--- config.mk ---
export PLATFORM = sky130hd
export DESIGN_NAME = bcid_counter_sync
export DESIGN_NICKNAME = d
export VERILOG_FILES = /design/src/rtl/bcid_counter_sync.sv
export SDC_FILE = /design/constraint.sdc
export NUM_CORES = 1
export LEC_CHECK = 0
export CAP_MARGIN = 5
export CORE_UTILIZATION = 45
export CTS_BUF_LIST = sky130_fd_sc_hd__clkbuf_16
export CTS_CLUSTER_DIAMETER = 100
export DETAILED_ROUTE_END_ITERATION = 8
export HOLD_SLACK_MARGIN = 0.03
export PLACE_DENSITY_LB_ADDON = 0.1
export SKIP_LAST_GASP = 1
export SLEW_MARGIN = 10
export SYNTH_ARGS = -nofsm -noshare
export SYNTH_HDL_FRONTEND = slang
export SYNTH_SLANG_ARGS = --single-unit
--- constraint.sdc ---
create_clock -name Clk -period 8.9 [get_ports Clk]
set_clock_uncertainty 0.1 [all_clocks]
set_input_delay 1.78 -clock Clk [delete_from_list [all_inputs] [get_ports Clk]]
set_output_delay 1.78 -clock Clk [all_outputs]
set_load 0.02 [all_outputs]
--- src/rtl/bcid_counter_sync.sv ---
// BCID counter with master/slave start, configurable wrap and prescaler.
// Checked-slave mode tracks alignment to BcidIn and resynchronises after repeated mismatches.
module bcid_counter_sync #(
  parameter int BCID_WIDTH    = 9,
  parameter int PRESCALE_BITS = 2,
  parameter int BCID_MAX      = 511,
  parameter int ERR_CNT_WIDTH = 4
) (
  input  logic                     Clk,
  input  logic                     Reset,
  input  logic                     ResetLatency,
  input  logic [BCID_WIDTH-1:0]    BcidIn,
  input  logic [BCID_WIDTH-1:0]    CONF_LATENCY,
  input  logic [PRESCALE_BITS-1:0] CONF_PRESCALER,
  input  logic [1:0]               CONF_MODE,
  input  logic [ERR_CNT_WIDTH-1:0] CONF_RESYNC_THR,
  output logic [BCID_WIDTH-1:0]    BcidOut,
  output logic                     BcidTick,
  output logic                     Running,
  output logic                     Locked,
  output logic                     SyncError,
  output logic [ERR_CNT_WIDTH-1:0] ErrCount,
  output logic                     Resync
);

  localparam logic [0:0] ST_WAIT = 1'b0;
  localparam logic [0:0] ST_RUN  = 1'b1;

  localparam logic [BCID_WIDTH-1:0]    MAX_V   = BCID_MAX[BCID_WIDTH-1:0];
  localparam logic [BCID_WIDTH:0]      MOD_V   = (BCID_WIDTH+1)'(BCID_MAX + 1);
  localparam logic [ERR_CNT_WIDTH-1:0] ERR_SAT = '1;

  logic [0:0]               state;
  logic [PRESCALE_BITS-1:0] presc;
  logic [ERR_CNT_WIDTH-1:0] cons_cnt;
  logic                     locked_chk;

  logic                     clr, tick, mode_master, mode_chk, start, aligned, resync_fire;
  logic [BCID_WIDTH-1:0]    bcid_inc;
  logic [BCID_WIDTH:0]      exp_w;
  logic [ERR_CNT_WIDTH-1:0] cons_inc, err_inc;

  assign clr         = Reset | ResetLatency;
  // >= rather than == so a lowered prescale setting cannot strand the counter above it
  assign tick        = (presc >= CONF_PRESCALER);
  assign mode_master = (CONF_MODE == 2'd0);
  assign mode_chk    = CONF_MODE[1];
  assign start       = mode_master | (BcidIn == CONF_LATENCY);
  assign bcid_inc    = (BcidOut == MAX_V) ? '0 : BcidOut + BCID_WIDTH'(1);

  // Expected local BCID = (BcidIn - latency) mod (BCID_MAX+1), one extra bit for the wrap term
  always_comb begin
    exp_w = '0;
    if (BcidIn >= CONF_LATENCY)
      exp_w = {1'b0, BcidIn} - {1'b0, CONF_LATENCY};
    else
      exp_w = {1'b0, BcidIn} + MOD_V - {1'b0, CONF_LATENCY};
  end

  assign aligned     = ({1'b0, BcidOut} == exp_w);
  assign cons_inc    = (cons_cnt == ERR_SAT) ? cons_cnt : cons_cnt + ERR_CNT_WIDTH'(1);
  assign err_inc     = (ErrCount == ERR_SAT) ? ErrCount : ErrCount + ERR_CNT_WIDTH'(1);
  assign resync_fire = (CONF_RESYNC_THR != '0) && (cons_inc >= CONF_RESYNC_THR);

  assign Running = (state == ST_RUN);
  assign Locked  = mode_chk ? locked_chk : Running;

  always_ff @(posedge Clk) begin
    if (clr) begin
      state      <= ST_WAIT;
      presc      <= '0;
      BcidOut    <= '0;
      BcidTick   <= 1'b0;
      cons_cnt   <= '0;
      locked_chk <= 1'b0;
      SyncError  <= 1'b0;
      ErrCount   <= '0;
      Resync     <= 1'b0;
    end else begin
      BcidTick <= 1'b0;
      Resync   <= 1'b0;
      if (!mode_chk) cons_cnt <= '0;

      if (tick) begin
        presc <= '0;
        if (state == ST_WAIT) begin
          if (start) begin
            state    <= ST_RUN;
            BcidOut  <= bcid_inc;
            BcidTick <= 1'b1;
          end
        end else begin
          BcidOut  <= bcid_inc;
          BcidTick <= 1'b1;
          if (mode_chk) begin
            if (aligned) begin
              cons_cnt   <= '0;
              locked_chk <= 1'b1;
            end else begin
              SyncError  <= 1'b1;
              ErrCount   <= err_inc;
              locked_chk <= 1'b0;
              cons_cnt   <= cons_inc;
              // Too many misses in a row: drop back and wait for the start BCID again
              if (resync_fire) begin
                state    <= ST_WAIT;
                BcidOut  <= '0;
                cons_cnt <= '0;
                Resync   <= 1'b1;
              end
            end
          end
        end
      end else begin
        presc <= presc + PRESCALE_BITS'(1);
      end
    end
  end

endmodule
==> metrics.cfg, run 1 <==
[clocking]
cts_buffers=3
htree_levels=1
tritoncts=done
cts.sinks=24
path_clk_slew_ns=0.06
worstSkewPairLatency_ns=0.25
holdBufCountCts=0
postCtsResizedCells=0
cts_setup_buffers=0
max-clock-path-buffers=2
ctsRootBufferMaster=clkbuf_16

[final_layout]
final_net_count=326
final_util_pct=61.6
num_antenna_cells=0
synthToLayoutAreaGrowth_pct=29.0
drive_above_1_share_pct=8.00

[placed_design]
gp_congestion=0.793
port_buffers=46
dp_hpwl_mm=3.39

[yosys]
synth.distinct_cells=58
synth_area_um2=1950
synthFlopType=dfxtp_1
ys_seq_area_share_pct=24.6
synth_area_per_cell_um2=8.41
synth_edf_count=0
syn_nets=281
synth_mux_area_share_pct=1.92
synth_warnings=0
synthAdderAreaFrac_pct=13.2
synthCells=232
ys_seq_elements=24
synth-compound-area-share_pct=23.5
synth-simple-area-share_pct=25.0
async_reset_ff_share_pct=0
synth_top_family_by_area=simple AND/OR/NAND/NOR gates
synth_xor_xnor_area_share_pct=6.28

[critical_path]
required_ns=7.02
cp_max_fo=6
critPathLaunchType=input pin
path_class=input pin to primary output
crit_path_end_kind=primary output
worstPathArrival_ns=3.26

[detailed_routing]
ant_nets=0
num_vias=1775
vias_per_cell=5.46
avgRoutedWirePerCell_um=12.8
drt_iter0_markers=94
wirelength_mm=4.17
drc=0
dr.pass1.iters=4

[timing]
period_share_pct=57.7
maxSlewViolCount=0
relSlewSlack_pct=37.3
worstMarginPinSlew_ns=0.940
period_minus_slack_ns=5.14
fin_setup_tns_ns=0
hold_viol=0
rsz0062_at_grt=false
finalSetupViolCount=0
fmax_mhz=195

[die]
io_pins=47
coreArea_um2=4090
die_w_um=67.9
die_y_um=67.9
num_rows=23
initial_core_util_pct=47.8
die_area_um2=4600

[min_path]
hold_path_class=register to register

[global_route]
grt_overflow=0
first_global_vias=1617
grt_usage_pct=19.3
antenna_found_initial=0
grt_pass1_wl_mm=6.84
grt_max_degree=15

[run]
maxCapViolations=0

[power]
ir_worst_vdd_mv=0.107
leakage_nw=1.08
powerDensity_nw_per_um2=108

[status]
status=complete, no violations

==> metrics by stage <==
stage / std cells / setup slack, ns / power, mW / hold slack, ns / cell area [um2]
after global routing: 325 / 3.65 / 0.285 / 0.382 / 2520
after global placement: 322 / 3.77 / 0.178 / 0.342 / 2440
final: 325 / 3.76 / 0.271 / 0.367 / 2520
after detailed placement: 322 / 3.66 / 0.179 / 0.354 / 2440
after CTS: 325 / 3.76 / 0.273 / 0.368 / 2520
after floorplan: 232 / 4.66 / 0.157 / 0.326 / 1950
==> layer usage <==
layer  vias to the layer above  part of all wire (%)  global-route usage, %
met1                       800                    48                   23.8
met3                         4                   4.3                   4.00
li1                        928                     -                      -
met5                         -                     0                      0
met2                        43                    47                   33.9
met4                         0                  0.89                   4.69
==> area by class of cell <==
cell class | count | area (um2)
fill | 369 | 1570
multi-input combinational | 182 | 1370
sequential | 24 | 480
timing repair buffer | 46 | 460
clock buffer | 3 | 75.1
inverter | 20 | 75.1
tap | 50 | 62.6
==> cells in the final DEF (no fill, tap or decap), drive strengths merged, types with 7 or more instances in the layout <==
cell / instances
a21o: 8
inv: 20
ha: 19
dfxtp: 24
xnor2: 11
nand3: 9
nor2: 15
and3: 8
clkdlybuf4s50: 46
nor3: 7
nand2: 18
a21oi: 14
o21ai: 10
==> path summary, 6_finish.rpt <==
check	start	depth (start not counted)	slack, ns	endpoint
max	CONF_MODE[1]	3	3.76	Locked
min	presc[0]	1	0.37	presc[0]
max reg2reg	cons_cnt[0]	11	5.26	BcidOut[6]
min reg2reg	presc[0]	1	0.37	presc[0]
==> cell families after synthesis <==
group | Yosys count
compound gates | 63
flops | 24
xor+xnor | 14
buf+inv | 26
fa+ha+maj | 20
mux | 3
simple gates | 82
==> power by group <==
| group | total, mW | internal, mW | switching, mW |
|---|---|---|---|
| logic | 0.0672 | 0.0336 | 0.0336 |
| registers | 0.109 | 0.108 | 0.000884 |
| clock network | 0.0947 | 0.0594 | 0.0354 |
| total | 0.271 | 0.201 | 0.0698 |
==> registers in the layout, summed over array words and instances (netlist names) <==
| register | count |
|---|---|
| ErrCount | 4 |
| Resync | 1 |
| cons_cnt | 4 |
| SyncError | 1 |
| locked_chk | 1 |
| Running | 1 |
| BcidTick | 1 |
| presc | 2 |
| BcidOut | 9 |
==> critical path, stage by stage <==
cell and delay, ns:
clkdlybuf4s50_1 0.58, mux2_2 0.36, clkdlybuf4s50_1 0.53
==> cells in the mapped netlist, types with 2 or more instances <==
cell type	count	area share [%]
nor2_1	15	2.9
xor2_1	3	1.3
nor2b_1	2	0.64
nor4_1	2	0.64
and3_1	8	2.6
a31o_2	2	0.90
nor3_2	3	1.5
buf_4	2	0.77
a22o_1	2	0.90
a21oi_1	12	3.1
nor3_1	4	1.0
nor3b_2	4	2.6
o21bai_1	4	1.5
a32o_1	3	1.5
o32ai_1	2	0.90
nand2_1	18	3.5
nand3_1	9	2.3
xnor2_1	11	4.9
and4b_1	2	1.0
dfxtp_1	24	25
mux2_2	2	1.2
ha_1	19	12
a211oi_1	2	0.77
a21oi_2	2	0.90
o21a_1	2	0.77
o21ai_1	2	0.51
nand2b_1	2	0.64
and2_1	4	1.3
o21ai_0	8	2.1
inv_1	20	3.8
clkbuf_1	2	0.38
o211ai_1	2	0.77
a21o_1	8	3.1
No activity file was read; power rests on OpenSTA's default activity.
==> inputs of run 2 (changes only) <==
==> constraint.sdc (replaced) <==
create_clock -name Clk -period 4.8 [get_ports Clk]
set_clock_uncertainty 0.1 [all_clocks]
set_input_delay 0.96 -clock Clk [delete_from_list [all_inputs] [get_ports Clk]]
set_output_delay 0.96 -clock Clk [all_outputs]
set_load 0.02 [all_outputs]
==> run 2 against run 1 <==
Compared with the run above:
- sequential power rose by 85%
- highest routed layer unchanged
- largest power group unchanged
- final cell count rose by 0.62%
- sequential share of layout area fell by 0.085 points
- die area did not move
==> metrics.cfg, run 2 (synthesis gave the netlist of run 1 again) <==
[critical_path]
path_class=input pin to register
r2r_slack_ns=1.17  ; -4.09 ns
crit_path_top_delay_cell=a21oi_1
crit_chain=clkdlybuf4s50_1 > ha_1 > inv_1 > fa_1 > a211o_1 > nand4_1 > a31oi_2 > nor4b_1 > nor3_1 > a21oi_1 > o21bai_1 > a21o_1
crit_family=compound AO/OA/AOI/OAI gates
cp_slowest_stage_delay_ns=0.78  ; +0.20 ns
required_ns=4.85  ; -2.17 ns
critPathLaunchType=input pin
crit_path_end_kind=register
worstPathArrival_ns=4.23  ; +0.97 ns
critical_path_buf_inv_count=2  ; unchanged
cp_max_fo=11  ; +5

[timing]
period_share_pct=86.9
hold_viol=0  ; unchanged
hold_ws_ns=0.367  ; -0.000230 ns
fmax_mhz=240
finalSetupViolCount=0  ; unchanged
fin_setup_tns_ns=0  ; unchanged
period_minus_slack_ns=4.17
relSlewSlack_pct=35.8  ; -1.5 points
rsz0062_at_grt=false
worstMarginPinSlew_ns=0.962  ; +0.0227 ns
maxSlewViolCount=0  ; unchanged

[global_route]
grt_usage_pct=20.0  ; +0.73 points
first_global_vias=1606  ; -0.68%
antenna_found_initial=0  ; unchanged
grt_pass1_wl_mm=7.07  ; +3.2%
grt_overflow=0  ; unchanged
grt_max_degree=15  ; unchanged

[final_layout]
final_net_count=327  ; +0.31%
mostFrequentLayoutCells=46 x clkdlybuf4s50_1, 24 x dfxtp_1, 20 x inv_1
fin_area_um2=2530  ; +0.45%
largest_reg_flops=9  ; unchanged
num_antenna_cells=0  ; unchanged
drive_above_1_share_pct=8.30  ; +0.30 points
reg_top3=BcidOut x9, ErrCount x4, cons_cnt x4
fillers=368  ; -0.27%
final_common_cell=clkdlybuf4s50_1
synthToLayoutAreaGrowth_pct=29.6
regMostFlops=BcidOut

[placed_design]
gp_congestion=0.849  ; +7.0%
dp_hpwl_mm=3.46  ; +1.9%
dpl_cell_area_um2=2450  ; +0.31%
port_buffers=46  ; unchanged

[detailed_routing]
num_vias=1844  ; +3.9%
wirelength_mm=4.40  ; +5.5%
drt_iter0_markers=75  ; -20%
ant_nets=0  ; unchanged
dr.pass1.iters=5  ; +1
vias_per_cell=5.64  ; +3.3%
avgRoutedWirePerCell_um=13.4  ; +4.9%
drc=0  ; unchanged

[clocking]
ctsRootBufferMaster=clkbuf_16
path_clk_slew_ns=0.06  ; about the same
cts_setup_buffers=0  ; unchanged
max-clock-path-buffers=2  ; unchanged
worstSkewPairLatency_ns=0.26  ; about the same
htree_levels=1  ; unchanged
holdBufCountCts=0  ; unchanged
cts_buffers=3  ; unchanged
cts.sinks=24  ; unchanged
tritoncts=done
postCtsResizedCells=0  ; unchanged

[die]
num_rows=23  ; unchanged
coreArea_um2=4090  ; unchanged
initial_core_util_pct=47.8  ; unchanged
die_w_um=67.9  ; unchanged
io_pins=47  ; unchanged
die_area_um2=4600  ; unchanged
die_y_um=67.9  ; unchanged

[power]
powerDensity_nw_per_um2=202  ; +88%
ir_worst_vdd_mv=0.150  ; +40%
leakage_nw=1.09  ; +0.62%

[min_path]
hold_path_class=register to register

[run]
maxCapViolations=0  ; unchanged

[status]
status=complete, no violations

run 2: cell types whose count changed in the layout (fill, tap and decap cells not counted), sizes merged:
cell and change:
clkinv +1, buf +1
run 2: path summary, 6_finish.rpt:
check | from | end | cells past startpoint
max | CONF_LATENCY[0] | BcidOut[5] | 12
min | presc[0] | presc[0] | 1
max reg2reg | cons_cnt[0] | BcidOut[5] | 11
min reg2reg | presc[0] | presc[0] | 1
run 2: per-layer routing:
layer	vias up	routed length, um	global-route usage, %
met4	0	18	4.17
met3	2	173	4.00
met5	-	0	0
met2	45	2140	36.1
met1	862	2060	24.3
li1	935	-	-
run 2: cell type report:
cell class | count | area (um2) | share of cell area [%]
Timing Repair Buffer | 47 | 468 | 18.5
Multi-Input combinational cell | 182 | 1370 | 54.0
Clock inverter | 1 | 3.75 | 0.148
Inverter | 20 | 75.1 | 2.97
Tap cell | 50 | 62.6 | 2.47
Clock buffer | 3 | 75.1 | 2.97
Sequential cell | 24 | 480 | 19.0
run 2: through the flow:
| step | total power [mW] | util, % | instances | setup WS, ns |
|---|---|---|---|---|
| detailed placement | 0.332 | 60.0 | 323 | 0.415 |
| global placement | 0.331 | 60.0 | 323 | 0.521 |
| global route | 0.535 | 61.9 | 327 | 0.321 |
| finish | 0.512 | 61.9 | 327 | 0.629 |
| floorplan | 0.291 | - | 232 | 1.38 |
| CTS | 0.514 | 61.9 | 327 | 0.642 |
run 2: where the power goes:
group	switching (mW)	internal [mW]
clock network	0.0725	0.111
registers	0.00163	0.201
logic	0.0632	0.0630
total	0.137	0.375
==> inputs of run 3 (changes only) <==
--- a/config.mk
+++ b/config.mk
@@ -5,15 +5,17 @@
 export SDC_FILE = /design/constraint.sdc
 export NUM_CORES = 1
 export LEC_CHECK = 0
+export ABC_AREA = 0
 export CAP_MARGIN = 5
-export CORE_UTILIZATION = 45
+export CELL_PAD_IN_SITES_DETAIL_PLACEMENT = 0
+export CELL_PAD_IN_SITES_GLOBAL_PLACEMENT = 2
+export CORE_UTILIZATION = 29
 export CTS_BUF_LIST = sky130_fd_sc_hd__clkbuf_16
 export CTS_CLUSTER_DIAMETER = 100
 export DETAILED_ROUTE_END_ITERATION = 8
 export HOLD_SLACK_MARGIN = 0.03
 export PLACE_DENSITY_LB_ADDON = 0.1
 export SKIP_LAST_GASP = 1
-export SLEW_MARGIN = 10
 export SYNTH_ARGS = -nofsm -noshare
 export SYNTH_HDL_FRONTEND = slang
 export SYNTH_SLANG_ARGS = --single-unit
==> run 3 against run 2 <==
Compared with the run above:
- the flow now finishes with violations (design-rule violations)
- register-to-register slack gained 0.20 ns
- critical path depth up 1
- global-route usage fell by 6.3 points
- core utilization fell by 21 points
- sequential cell count stayed put
- sequential power is essentially flat
- via count down 2.2%
- setup slack gained 0.047 ns
- cell area rose by 3.0%
- non-clock buffer count increased by 2
- power rose by 11%
- worst hold slack got worse by 0.0072 ns
- largest power group is now clock
==> metrics.cfg, run 3 (synthesis gave the netlist of run 1 again) <==
[status]
status=complete, but fails checks
violations=design-rule violations

[timing]
fin_setup_tns_ns=0  ; unchanged
hold_viol=0  ; unchanged
finalSetupViolCount=0  ; unchanged
period_share_pct=85.9  ; -0.98 points
layout_setup_ws_ns=0.677  ; +0.0472 ns
relSlewSlack_pct=37.1  ; +1.3 points
fmax_mhz=243  ; +1.1%
maxSlewViolCount=0  ; unchanged
worstMarginPinSlew_ns=0.943  ; -0.0191 ns
rsz0062_at_grt=false
period_minus_slack_ns=4.12  ; -0.0472 ns

[placed_design]
port_buffers=46  ; unchanged
preCtsSetupSlack_ns=0.377  ; -0.0378 ns
gp_congestion=0.762  ; -10%
dp_hpwl_mm=3.75  ; +8.5%

[detailed_routing]
wirelength_mm=4.67  ; +6.3%
drc=10  ; +10
num_vias=1804  ; -2.2%
ant_nets=0  ; unchanged
vias_per_cell=5.07  ; -10%
drt_iter0_markers=48  ; -36%
avgRoutedWirePerCell_um=13.1  ; -2.4%
dr.pass1.iters=6  ; +1

[critical_path]
path_class=input pin to register
r2r_start=cons_cnt[0]
critPathLaunchType=input pin
crit_path_end_kind=register
required_ns=4.86  ; about the same
worstPathArrival_ns=4.18  ; -0.05 ns
r2r_slack_ns=1.37  ; +0.20 ns
rr_worst_depth=12  ; +1
rr_endpoint=BcidOut[5]
cp_max_fo=11  ; unchanged

[die]
die_area_um2=7060  ; +53%
die_w_um=84.0  ; +24%
num_rows=29  ; +26%
initial_core_util_pct=30.4  ; -17 points
io_pins=47  ; unchanged
die_y_um=84.0  ; +24%
coreArea_um2=6420  ; +57%

[clocking]
cts.sinks=24  ; unchanged
postCtsResizedCells=0  ; unchanged
holdBufCountCts=0  ; unchanged
htree_levels=1  ; unchanged
worstSkewPairLatency_ns=0.26  ; about the same
tritoncts=done
cts_buffers=3  ; unchanged
path_clk_slew_ns=0.06  ; about the same
ctsRootBufferMaster=clkbuf_16
cts_setup_buffers=0  ; unchanged
max-clock-path-buffers=2  ; unchanged

[final_layout]
drive_above_1_share_pct=9.32  ; +1.0 points
num_antenna_cells=0  ; unchanged
largest_reg_flops=9  ; unchanged
regMostFlops=BcidOut
final_net_count=329  ; +0.61%
final_common_cell=clkdlybuf4s50_1
reg_top3=BcidOut x9, ErrCount x4, cons_cnt x4
synthToLayoutAreaGrowth_pct=33.5
mostFrequentLayoutCells=46 x clkdlybuf4s50_1, 24 x dfxtp_1, 20 x inv_1

[power]
powerDensity_nw_per_um2=218  ; +7.7%
ir_worst_vdd_mv=0.131  ; -13%
leakage_nw=1.11  ; +2.0%

[run]
maxCapViolations=0  ; unchanged

[global_route]
grt_max_degree=15  ; unchanged
grt_pass1_wl_mm=7.78  ; +10%
grtUsageMet1_pct=16.1  ; -8.1 points
use_met3_pct=2.18  ; -1.8 points
first_global_vias=1677  ; +4.4%
grt_usage_pct=13.7  ; -6.3 points
grtUsageMet2_pct=25.1  ; -11 points
antenna_found_initial=0  ; unchanged
grt_overflow=0  ; unchanged
top_usage_layer=met2

[min_path]
hold_path_class=register to register
worst_hold_startpoint=presc[0]
hold_path_depth=1  ; unchanged
hold_path_end=presc[0]

run 3: changes by cell type in the layout (fill, tap and decap cells not counted), sizes merged:
cell	delta
buf	+2
bufinv	+1
clkinv	-1
run 3: area by class of cell:
class | count | area, um2
clock buffers | 3 | 75.1
clock inverters | 1 | 30.0
fillers | 663 | 3820
inverters | 20 | 75.1
multi-input cells | 182 | 1370
flip-flops and latches | 24 | 480
well taps | 77 | 96.3
repair buffers | 49 | 483
run 3: power by group:
part	switching [mW]	total, mW	internal, mW
Combinational	0.0643	0.128	0.0641
Clock	0.0717	0.237	0.166
Sequential	0.00165	0.202	0.201
run 3: per-layer routing:
metal	part of all wire (%)	wire length (um)
met2	50	2340
met3	3.2	151
met4	1.1	53
met1	46	2130
met5	0	0
run 3: through the flow:
step	hold slack (ns)	instances	power (mW)	area [um2]	util, %
2_1_floorplan	0.326	232	0.291	1950	-
3_3_place_gp	0.347	352	0.336	2500	38.9
3_5_place_dp	0.352	352	0.336	2500	38.9
4_1_cts	0.367	356	0.576	2610	40.6
5_1_grt	0.378	356	0.601	2610	40.6
6_report	0.360	356	0.568	2610	40.6
run 3: how the worst max path moves through the flow:
stage	cells past startpoint	slack, ns	startpoint	to
6_report	13	0.68	BcidIn[0]	BcidOut[5]
5_1_grt	13	0.45	BcidIn[0]	BcidOut[6]
4_1_cts	13	0.65	BcidIn[0]	BcidOut[5]
3_5_place_dp	13	0.38	BcidIn[0]	BcidOut[5]
3_3_place_gp	12	0.45	CONF_LATENCY[0]	BcidOut[5]
2_1_floorplan	13	1.38	BcidIn[0]	BcidOut[6]
run 3: critical path, cell delays in order:
cell and delay (ns):
clkdlybuf4s50_1 0.40, inv_1 0.05, ha_1 0.16, inv_1 0.06, fa_1 0.42, a211o_1 0.33, nand4_1 0.13, a31oi_2 0.11
nor4b_1 0.35, nor3_1 0.08, a21oi_1 0.76, o21bai_1 0.16, a21o_1 0.20
